<file path="config.mk">
export PLATFORM = sky130hd
export DESIGN_NAME = spu_dual_issue
export DESIGN_NICKNAME = d
export VERILOG_FILES = /design/src/rtl/spu_dual_issue_pkg.sv /design/src/rtl/spu_dual_issue_scoreboard.sv /design/src/rtl/spu_dual_issue.sv
export SDC_FILE = /design/constraint.sdc
export NUM_CORES = 2
export LEC_CHECK = 0
export CORE_ASPECT_RATIO = 0.75
export CORE_MARGIN = 3
export CORE_UTILIZATION = 25
export CTS_CLUSTER_DIAMETER = 50
export CTS_CLUSTER_SIZE = 10
export DETAILED_ROUTE_END_ITERATION = 7
export PLACE_DENSITY = 0.49
export SLEW_MARGIN = 0
export SYNTH_ARGS = -nofsm -noshare
export SYNTH_HDL_FRONTEND = slang
export SYNTH_SLANG_ARGS = --single-unit
</file>
<file path="constraint.sdc">
create_clock -name clk -period 12.3 [get_ports clk]
set_clock_uncertainty 0.05 [all_clocks]
set_input_delay 2.46 -clock clk [delete_from_list [all_inputs] [get_ports clk]]
set_output_delay 2.46 -clock clk [all_outputs]
set_load 0.02 [all_outputs]
</file>
<file path="src/rtl/spu_dual_issue_pkg.sv">
// Shared types, opcode constants and opcode classification for the SPU issue stage.
package spu_dual_issue_pkg;

  localparam int REG_W = 7;
  localparam int INS_W = 57;

  typedef logic [10:0] opcode_t;

  localparam opcode_t OPC_NOP  = 11'h201;
  localparam opcode_t OPC_LNOP = 11'h001;
  localparam opcode_t OPC_A    = 11'h0C0;
  localparam opcode_t OPC_AND  = 11'h0C1;
  localparam opcode_t OPC_SHL  = 11'h05B;
  localparam opcode_t OPC_ROT  = 11'h058;
  localparam opcode_t OPC_FA   = 11'h2C4;
  localparam opcode_t OPC_FM   = 11'h2C6;
  localparam opcode_t OPC_LQD  = 11'h1A0;
  localparam opcode_t OPC_STQD = 11'h120;
  localparam opcode_t OPC_BR   = 11'h190;

  typedef enum logic {PIPE_EVEN, PIPE_ODD} pipe_t;

  typedef enum logic [1:0] {EMPTY, PAIR, SECOND} issue_state_t;

  typedef logic [2:0] lat_t;

  // Pre-decoded instruction word, MSB first.
  typedef struct packed {
    opcode_t          opcode;
    logic [17:0]      i18;
    logic [REG_W-1:0] ra;
    logic [REG_W-1:0] rb;
    logic [REG_W-1:0] rc;
    logic [REG_W-1:0] rt;
  } ins_t;

  // Loads, stores and branches use the odd pipe; everything else is even.
  function automatic pipe_t opcode_pipe(input opcode_t opc);
    case (opc)
      OPC_LQD, OPC_STQD, OPC_BR, OPC_LNOP: return PIPE_ODD;
      default:                             return PIPE_EVEN;
    endcase
  endfunction

  // Cycles from issue until a dependent may issue.
  function automatic lat_t opcode_latency(input opcode_t opc);
    case (opc)
      OPC_A, OPC_AND:    return 3'd2;
      OPC_SHL, OPC_ROT:  return 3'd4;
      OPC_FA, OPC_FM:    return 3'd6;
      OPC_LQD, OPC_STQD: return 3'd6;
      OPC_BR:            return 3'd1;
      OPC_NOP, OPC_LNOP: return 3'd1;
      default:           return 3'd2;
    endcase
  endfunction

endpackage

</file>
<file path="src/rtl/spu_dual_issue_scoreboard.sv">
// Per-register latency counters: two load ports from issue, six source lookups and
// two write-after-write lookups against a per-instruction threshold.
module spu_dual_issue_scoreboard
  import spu_dual_issue_pkg::*;
#(
  parameter int NUM_REGS = 128,
  parameter int LAT_W    = 3
) (
  input  logic             clk,
  input  logic             rst,
  input  logic             ld0_en,
  input  logic [REG_W-1:0] ld0_addr,
  input  logic [LAT_W-1:0] ld0_cnt,
  input  logic             ld1_en,
  input  logic [REG_W-1:0] ld1_addr,
  input  logic [LAT_W-1:0] ld1_cnt,
  input  logic [REG_W-1:0] src_addr [6],
  output logic [5:0]       src_busy,
  input  logic [REG_W-1:0] waw_addr [2],
  input  logic [LAT_W-1:0] waw_thr  [2],
  output logic [1:0]       waw_busy
);

  logic [LAT_W-1:0] cnt [NUM_REGS];

  // Load on issue, otherwise count down towards zero.
  always_ff @(posedge clk) begin
    for (int i = 0; i < NUM_REGS; i++) begin
      if (!rst)
        cnt[i] <= '0;
      else if (ld0_en && ld0_addr == REG_W'(i))
        cnt[i] <= ld0_cnt;
      else if (ld1_en && ld1_addr == REG_W'(i))
        cnt[i] <= ld1_cnt;
      else if (cnt[i] != '0)
        cnt[i] <= cnt[i] - LAT_W'(1);
    end
  end

  // Lookups see the pre-edge counts.
  always_comb begin
    src_busy = '0;
    waw_busy = '0;
    for (int k = 0; k < 6; k++) src_busy[k] = (cnt[src_addr[k]] != '0);
    for (int k = 0; k < 2; k++) waw_busy[k] = (cnt[waw_addr[k]] > waw_thr[k]);
  end

endmodule

</file>
<file path="src/rtl/spu_dual_issue.sv">
// Dual-issue stage: holds one instruction pair, issues in order to the even/odd pipes.
// Optional performance counters are built when SPU_ISSUE_PERF_EN is defined.
module spu_dual_issue
  import spu_dual_issue_pkg::*;
#(
  parameter int NUM_REGS = 128,
  parameter int LAT_W    = 3
) (
  input  logic             clk,
  input  logic             rst,
  input  logic             in_valid,
  output logic             in_ready,
  input  logic [INS_W-1:0] in_ins0,
  input  logic [INS_W-1:0] in_ins1,
  input  logic             flush,
  output opcode_t          opcode_ep,
  output opcode_t          opcode_op,
  output logic [REG_W-1:0] ra_addr_ep,
  output logic [REG_W-1:0] rb_addr_ep,
  output logic [REG_W-1:0] rc_addr_ep,
  output logic [REG_W-1:0] rt_addr_ep,
  output logic [REG_W-1:0] ra_addr_op,
  output logic [REG_W-1:0] rb_addr_op,
  output logic [REG_W-1:0] rc_addr_op,
  output logic [REG_W-1:0] rt_addr_op,
  output logic [6:0]       in_I7e,
  output logic [7:0]       in_I8e,
  output logic [9:0]       in_I10e,
  output logic [15:0]      in_I16e,
  output logic [17:0]      in_I18e,
  output logic [6:0]       in_I7o,
  output logic [7:0]       in_I8o,
  output logic [9:0]       in_I10o,
  output logic [15:0]      in_I16o,
  output logic [17:0]      in_I18o,
  output logic [31:0]      stall_cnt,
  output logic [31:0]      split_cnt
);

  issue_state_t     state, state_nxt;
  ins_t             ins0_q, ins1_q;
  pipe_t            pipe0, pipe1;
  lat_t             lat0, lat1;
  logic [REG_W-1:0] src_addr [6];
  logic [5:0]       src_busy;
  logic [REG_W-1:0] waw_addr [2];
  logic [LAT_W-1:0] waw_thr  [2];
  logic [1:0]       waw_busy;
  logic             ready0, ready1, hazard;
  logic             iss0, iss1, accept;
  logic             iss_even, iss_odd;
  ins_t             ins_even, ins_odd;

  // Classify the held pair and form scoreboard lookups.
  always_comb begin
    pipe0       = opcode_pipe(ins0_q.opcode);
    pipe1       = opcode_pipe(ins1_q.opcode);
    lat0        = opcode_latency(ins0_q.opcode);
    lat1        = opcode_latency(ins1_q.opcode);
    src_addr[0] = ins0_q.ra;
    src_addr[1] = ins0_q.rb;
    src_addr[2] = ins0_q.rc;
    src_addr[3] = ins1_q.ra;
    src_addr[4] = ins1_q.rb;
    src_addr[5] = ins1_q.rc;
    waw_addr[0] = ins0_q.rt;
    waw_addr[1] = ins1_q.rt;
    waw_thr[0]  = LAT_W'(lat0 - lat_t'(1));
    waw_thr[1]  = LAT_W'(lat1 - lat_t'(1));
    ready0      = ~|src_busy[2:0] && !waw_busy[0];
    ready1      = ~|src_busy[5:3] && !waw_busy[1];
    hazard      = (ins1_q.ra == ins0_q.rt) || (ins1_q.rb == ins0_q.rt) ||
                  (ins1_q.rc == ins0_q.rt) || (ins1_q.rt == ins0_q.rt);
  end

  spu_dual_issue_scoreboard #(
    .NUM_REGS (NUM_REGS),
    .LAT_W    (LAT_W)
  ) u_scoreboard (
    .clk      (clk),
    .rst      (rst),
    .ld0_en   (iss0),
    .ld0_addr (ins0_q.rt),
    .ld0_cnt  (waw_thr[0]),
    .ld1_en   (iss1),
    .ld1_addr (ins1_q.rt),
    .ld1_cnt  (waw_thr[1]),
    .src_addr (src_addr),
    .src_busy (src_busy),
    .waw_addr (waw_addr),
    .waw_thr  (waw_thr),
    .waw_busy (waw_busy)
  );

  // Issue decision and next state; a new pair is taken only once the held one fully drains.
  always_comb begin
    iss0      = 1'b0;
    iss1      = 1'b0;
    in_ready  = 1'b0;
    state_nxt = state;
    case (state)
      EMPTY: begin
        in_ready = !flush;
        if (in_valid && in_ready) state_nxt = PAIR;
      end
      PAIR: begin
        iss0 = ready0 && !flush;
        iss1 = iss0 && (pipe0 != pipe1) && ready1 && !hazard;
        if (iss1) begin
          in_ready  = 1'b1;
          state_nxt = in_valid ? PAIR : EMPTY;
        end else if (iss0) begin
          state_nxt = SECOND;
        end
      end
      SECOND: begin
        iss1 = ready1 && !flush;
        if (iss1) begin
          in_ready  = 1'b1;
          state_nxt = in_valid ? PAIR : EMPTY;
        end
      end
      default: state_nxt = EMPTY;
    endcase
    if (flush) state_nxt = EMPTY;
    accept = in_valid && in_ready;
  end

  // Steer each issuing slot to the pipe its opcode belongs to.
  always_comb begin
    iss_even = 1'b0;
    iss_odd  = 1'b0;
    ins_even = ins0_q;
    ins_odd  = ins1_q;
    if (iss0) begin
      if (pipe0 == PIPE_EVEN) begin iss_even = 1'b1; ins_even = ins0_q; end
      else                    begin iss_odd  = 1'b1; ins_odd  = ins0_q; end
    end
    if (iss1) begin
      if (pipe1 == PIPE_EVEN) begin iss_even = 1'b1; ins_even = ins1_q; end
      else                    begin iss_odd  = 1'b1; ins_odd  = ins1_q; end
    end
  end

  // State register and held pair.
  always_ff @(posedge clk) begin
    if (!rst) begin
      state  <= EMPTY;
      ins0_q <= '0;
      ins1_q <= '0;
    end else begin
      state <= state_nxt;
      if (accept) begin
        ins0_q <= ins_t'(in_ins0);
        ins1_q <= ins_t'(in_ins1);
      end
    end
  end

  // Registered pipe fields; an idle pipe gets its NOP while fields hold.
  always_ff @(posedge clk) begin
    if (!rst) begin
      opcode_ep  <= OPC_NOP;
      opcode_op  <= OPC_LNOP;
      ra_addr_ep <= '0; rb_addr_ep <= '0; rc_addr_ep <= '0; rt_addr_ep <= '0;
      ra_addr_op <= '0; rb_addr_op <= '0; rc_addr_op <= '0; rt_addr_op <= '0;
      in_I7e <= '0; in_I8e <= '0; in_I10e <= '0; in_I16e <= '0; in_I18e <= '0;
      in_I7o <= '0; in_I8o <= '0; in_I10o <= '0; in_I16o <= '0; in_I18o <= '0;
    end else begin
      opcode_ep <= OPC_NOP;
      opcode_op <= OPC_LNOP;
      if (iss_even) begin
        opcode_ep  <= ins_even.opcode;
        ra_addr_ep <= ins_even.ra;
        rb_addr_ep <= ins_even.rb;
        rc_addr_ep <= ins_even.rc;
        rt_addr_ep <= ins_even.rt;
        in_I7e     <= ins_even.i18[6:0];
        in_I8e     <= ins_even.i18[7:0];
        in_I10e    <= ins_even.i18[9:0];
        in_I16e    <= ins_even.i18[15:0];
        in_I18e    <= ins_even.i18;
      end
      if (iss_odd) begin
        opcode_op  <= ins_odd.opcode;
        ra_addr_op <= ins_odd.ra;
        rb_addr_op <= ins_odd.rb;
        rc_addr_op <= ins_odd.rc;
        rt_addr_op <= ins_odd.rt;
        in_I7o     <= ins_odd.i18[6:0];
        in_I8o     <= ins_odd.i18[7:0];
        in_I10o    <= ins_odd.i18[9:0];
        in_I16o    <= ins_odd.i18[15:0];
        in_I18o    <= ins_odd.i18;
      end
    end
  end

`ifdef SPU_ISSUE_PERF_EN
  // Saturating counts of slot0 dependency stalls and of pairs split across cycles.
  always_ff @(posedge clk) begin
    if (!rst) begin
      stall_cnt <= '0;
      split_cnt <= '0;
    end else begin
      if (state == PAIR && !ready0 && !flush && stall_cnt != '1)
        stall_cnt <= stall_cnt + 32'd1;
      if (state == SECOND && iss1 && split_cnt != '1)
        split_cnt <= split_cnt + 32'd1;
    end
  end
`else
  assign stall_cnt = '0;
  assign split_cnt = '0;
`endif

endmodule

</file>
==> impl_metrics.tcl <==
set metrics [dict create \
    cts.htree.levels 3 \
    hold_buffers 0 \
    p_per_area_nw_per_um2 218 \
    insertion_delay_ns 0.76 \
    drv_slew 14 \
    timing.final.crit_share_pct 79.3 \
    syn_area_um2 59500 \
    hp-start "ins0_q[36]$_SDFFE_PN0P_" \
    rr_endpoint "u_scoreboard.cnt[21][0]$_DFFE_PP_" \
    stdcell_count 9538 \
    start_util_pct 25.2 \
    cp.required_ns 9.79 \
    globalRouteTotalUtil_pct 32.3 \
    netlist-cell-type-count 86 \
    die_h_um 429 \
    die_area_um2 244000 \
    start_kind "register" \
    clk_pin_slew_ns 0.06 \
    grt_pass1_vias 57290 \
    rows 154 \
    grt_pass1_wl_um 540000 \
    timing.fmax_mhz 102 \
    drtAntennaViolNets 0 \
    tritoncts "done" \
    peakVddDrop_uv 119 \
    reg2reg_slack_ns 4.05 \
    cts_resized 0 \
    crit_fanout 66 \
    wire_per_inst_um 43.4 \
    syn_to_final_growth_pct 16.6 \
    pin_count 379 \
    ys_seq_area_share_pct 29.0 \
    die_x_um 569 \
    synth_edf_count 384 \
    failed_checks "max-capacitance violations, max-slew violations" \
    globalplace.congestion 1.13 \
    fill_cells 24605 \
    place.detailed.hpwl_um 311000 \
    first_iter_violations 11295 \
    grt_max_degree 177 \
    finalWirelength_um 414000 \
    max_slew_margin_pct -7.21 \
    drive_gt1_share_pct 15.9 \
    crit_type "register to output port" \
    clock-sinks 670 \
    netlist_instances 6331 \
    final_cell_mix "inv_1, edfxtp_1, mux4_2" \
    antenna_found_initial 39 \
    gr-total-overflow 0 \
    end_kind "output port" \
    rsz0062_at_grt "no" \
    fin_setup_tns_ns 0 \
    cts.path.max_buffers 3 \
    worst_slack_ns 2.54 \
    core_um2 236000 \
    post_cts_buffers 0 \
    synth-async-reset-ratio_pct 0 \
    nets 6697 \
    dpl.cell_count 9323 \
    pre_cts_slack_ns 3.34 \
    hold_viol_final 0 \
    setup_viol 0 \
    layout_min_cycle_time_ns 9.76 \
    hold_ws_ns 0.432 \
    yosysWarnings 0 \
    first_pass_iters 6 \
    min_to "ins0_q[36]$_SDFFE_PN0P_" \
    vias 63917 \
    drc 0 \
    status "complete, but fails checks" \
    ys_ff_latch 670 \
    syn_avg_cell_area_um2 9.40 \
    hold_depth 2 \
    crit_arrival_ns 7.25 \
    synthFlopType "edfxtp_1" \
    vias_per_cell 6.70 \
    cap_violations 4 \
    cts-root-buf "clkbuf_16" \
    worst_pin_slew_ns 1.60 \
    cts_made_buffers 106 \
    leakagePower_nw 23.7 \
    final_common_cell "inv_1" \
    hp-class "register to register" \
    io_buffers 314 \
    r2r_cells 17 \
]
## worst max-delay path, stage by stage, from the launching register on
cell	delay (ns)
dfxtp_4	0.81
buf_12	0.50
mux4_2	0.58
mux4_2	0.56
mux4_2	0.57
mux2_2	0.30
ha_1	0.30
a21o_1	0.16
a21oi_1	0.15
a31oi_1	0.08
nor2_1	0.13
o311a_2	0.28
o211ai_2	0.17
or4_1	0.62
a21oi_4	0.19
nor2_1	0.07
nor2_1	0.20
clkdlybuf4s50_1	0.65
## logic make-up after synthesis
family	Yosys count	share of synthesized area [%]
AND/OR/NAND/NOR	1840	15.3
XOR/XNOR	33	0.486
flip-flops	670	29.0
AO/OA/AOI/OAI	1617	21.1
buffers and inverters	1223	9.02
adder cells (fa/ha/maj)	268	5.63
multiplexers	679	19.4
other	1	0.00630
## metrics by stage
stage / utilization (%) / instance area, um^2 / total power, mW
after floorplan: - / 59800 / 7.76
after global placement: 27.9 / 65700 / 11.3
after detailed placement: 27.9 / 65700 / 11.3
after CTS: 29.4 / 69300 / 14.5
after global routing: 29.4 / 69300 / 15.3
final: 29.4 / 69400 / 15.1
## state kept, by name (all words and copies together), names as in the netlist, 3 cells and up, named ones only
register	flops
ins1_q	57
in_I7o	6
ra_addr_ep	7
opcode_op	11
opcode_ep	11
ra_addr_op	7
u_scoreboard.cnt	384
rb_addr_op	7
rt_addr_op	7
rc_addr_ep	7
rb_addr_ep	7
in_I16e	6
in_I18o	3
in_I7e	6
in_I18e	3
in_I16o	6
rt_addr_ep	7
rc_addr_op	7
ins0_q	57
## power breakdown
part | internal, mW | switching (mW)
sequential | 3.26 | 2.05
combinational | 2.66 | 4.03
clock | 1.85 | 1.27
total | 7.77 | 7.35
## how the worst max path moves through the flow
stage	to	slack, ns	depth (start not counted)
detailed placement	in_ready	3.34	17
finish	in_ready	2.54	17
CTS	in_ready	2.52	17
floorplan	in_ready	3.88	21
global placement	in_ready	3.32	17
global route	in_ready	2.30	17
## Yosys cell counts, types with 66 or more instances
master / count / area share, %
edfxtp_1: 384 / 19
nor4_1: 165 / 1.7
buf_2: 95 / 0.80
nand3_1: 231 / 1.9
or3_1: 104 / 1.1
nor3_1: 306 / 2.6
o31ai_1: 119 / 1.5
mux4_2: 373 / 14
a2111o_1: 135 / 2.6
a31oi_1: 106 / 1.1
clkbuf_1: 443 / 2.8
a211oi_1: 138 / 1.7
nor2_1: 366 / 2.3
ha_1: 268 / 5.6
a21oi_1: 244 / 2.1
dfxtp_1: 286 / 9.6
a2111oi_0: 94 / 1.4
buf_4: 162 / 2.0
buf_1: 66 / 0.42
o221ai_1: 154 / 2.3
o21ai_0: 81 / 0.68
nand2_1: 380 / 2.4
a211o_1: 88 / 1.3
mux2i_1: 242 / 4.1
inv_1: 440 / 2.8
o211ai_1: 157 / 2.0
## cell type report
cell class	instances	area, um^2	area share [%]
tap	3120	3900	5.63
clock buffer	133	2980	4.29
antenna	26	65.1	0.0938
clock inverter	56	634	0.914
sequential	670	17300	25.0
inverter	450	1700	2.45
multi-input combinational	4507	37600	54.2
timing repair buffer	576	5210	7.51
## per-layer routing
metal | wire, um | global-route usage (%) | vias up
met5 | 501 | 1.39 | -
met4 | 17400 | 11.4 | 20
met3 | 72400 | 19.3 | 889
met2 | 153000 | 40.9 | 5520
met1 | 171000 | 43.9 | 32585
li1 | - | - | 24903
Power figures use the tool's default switching activity.
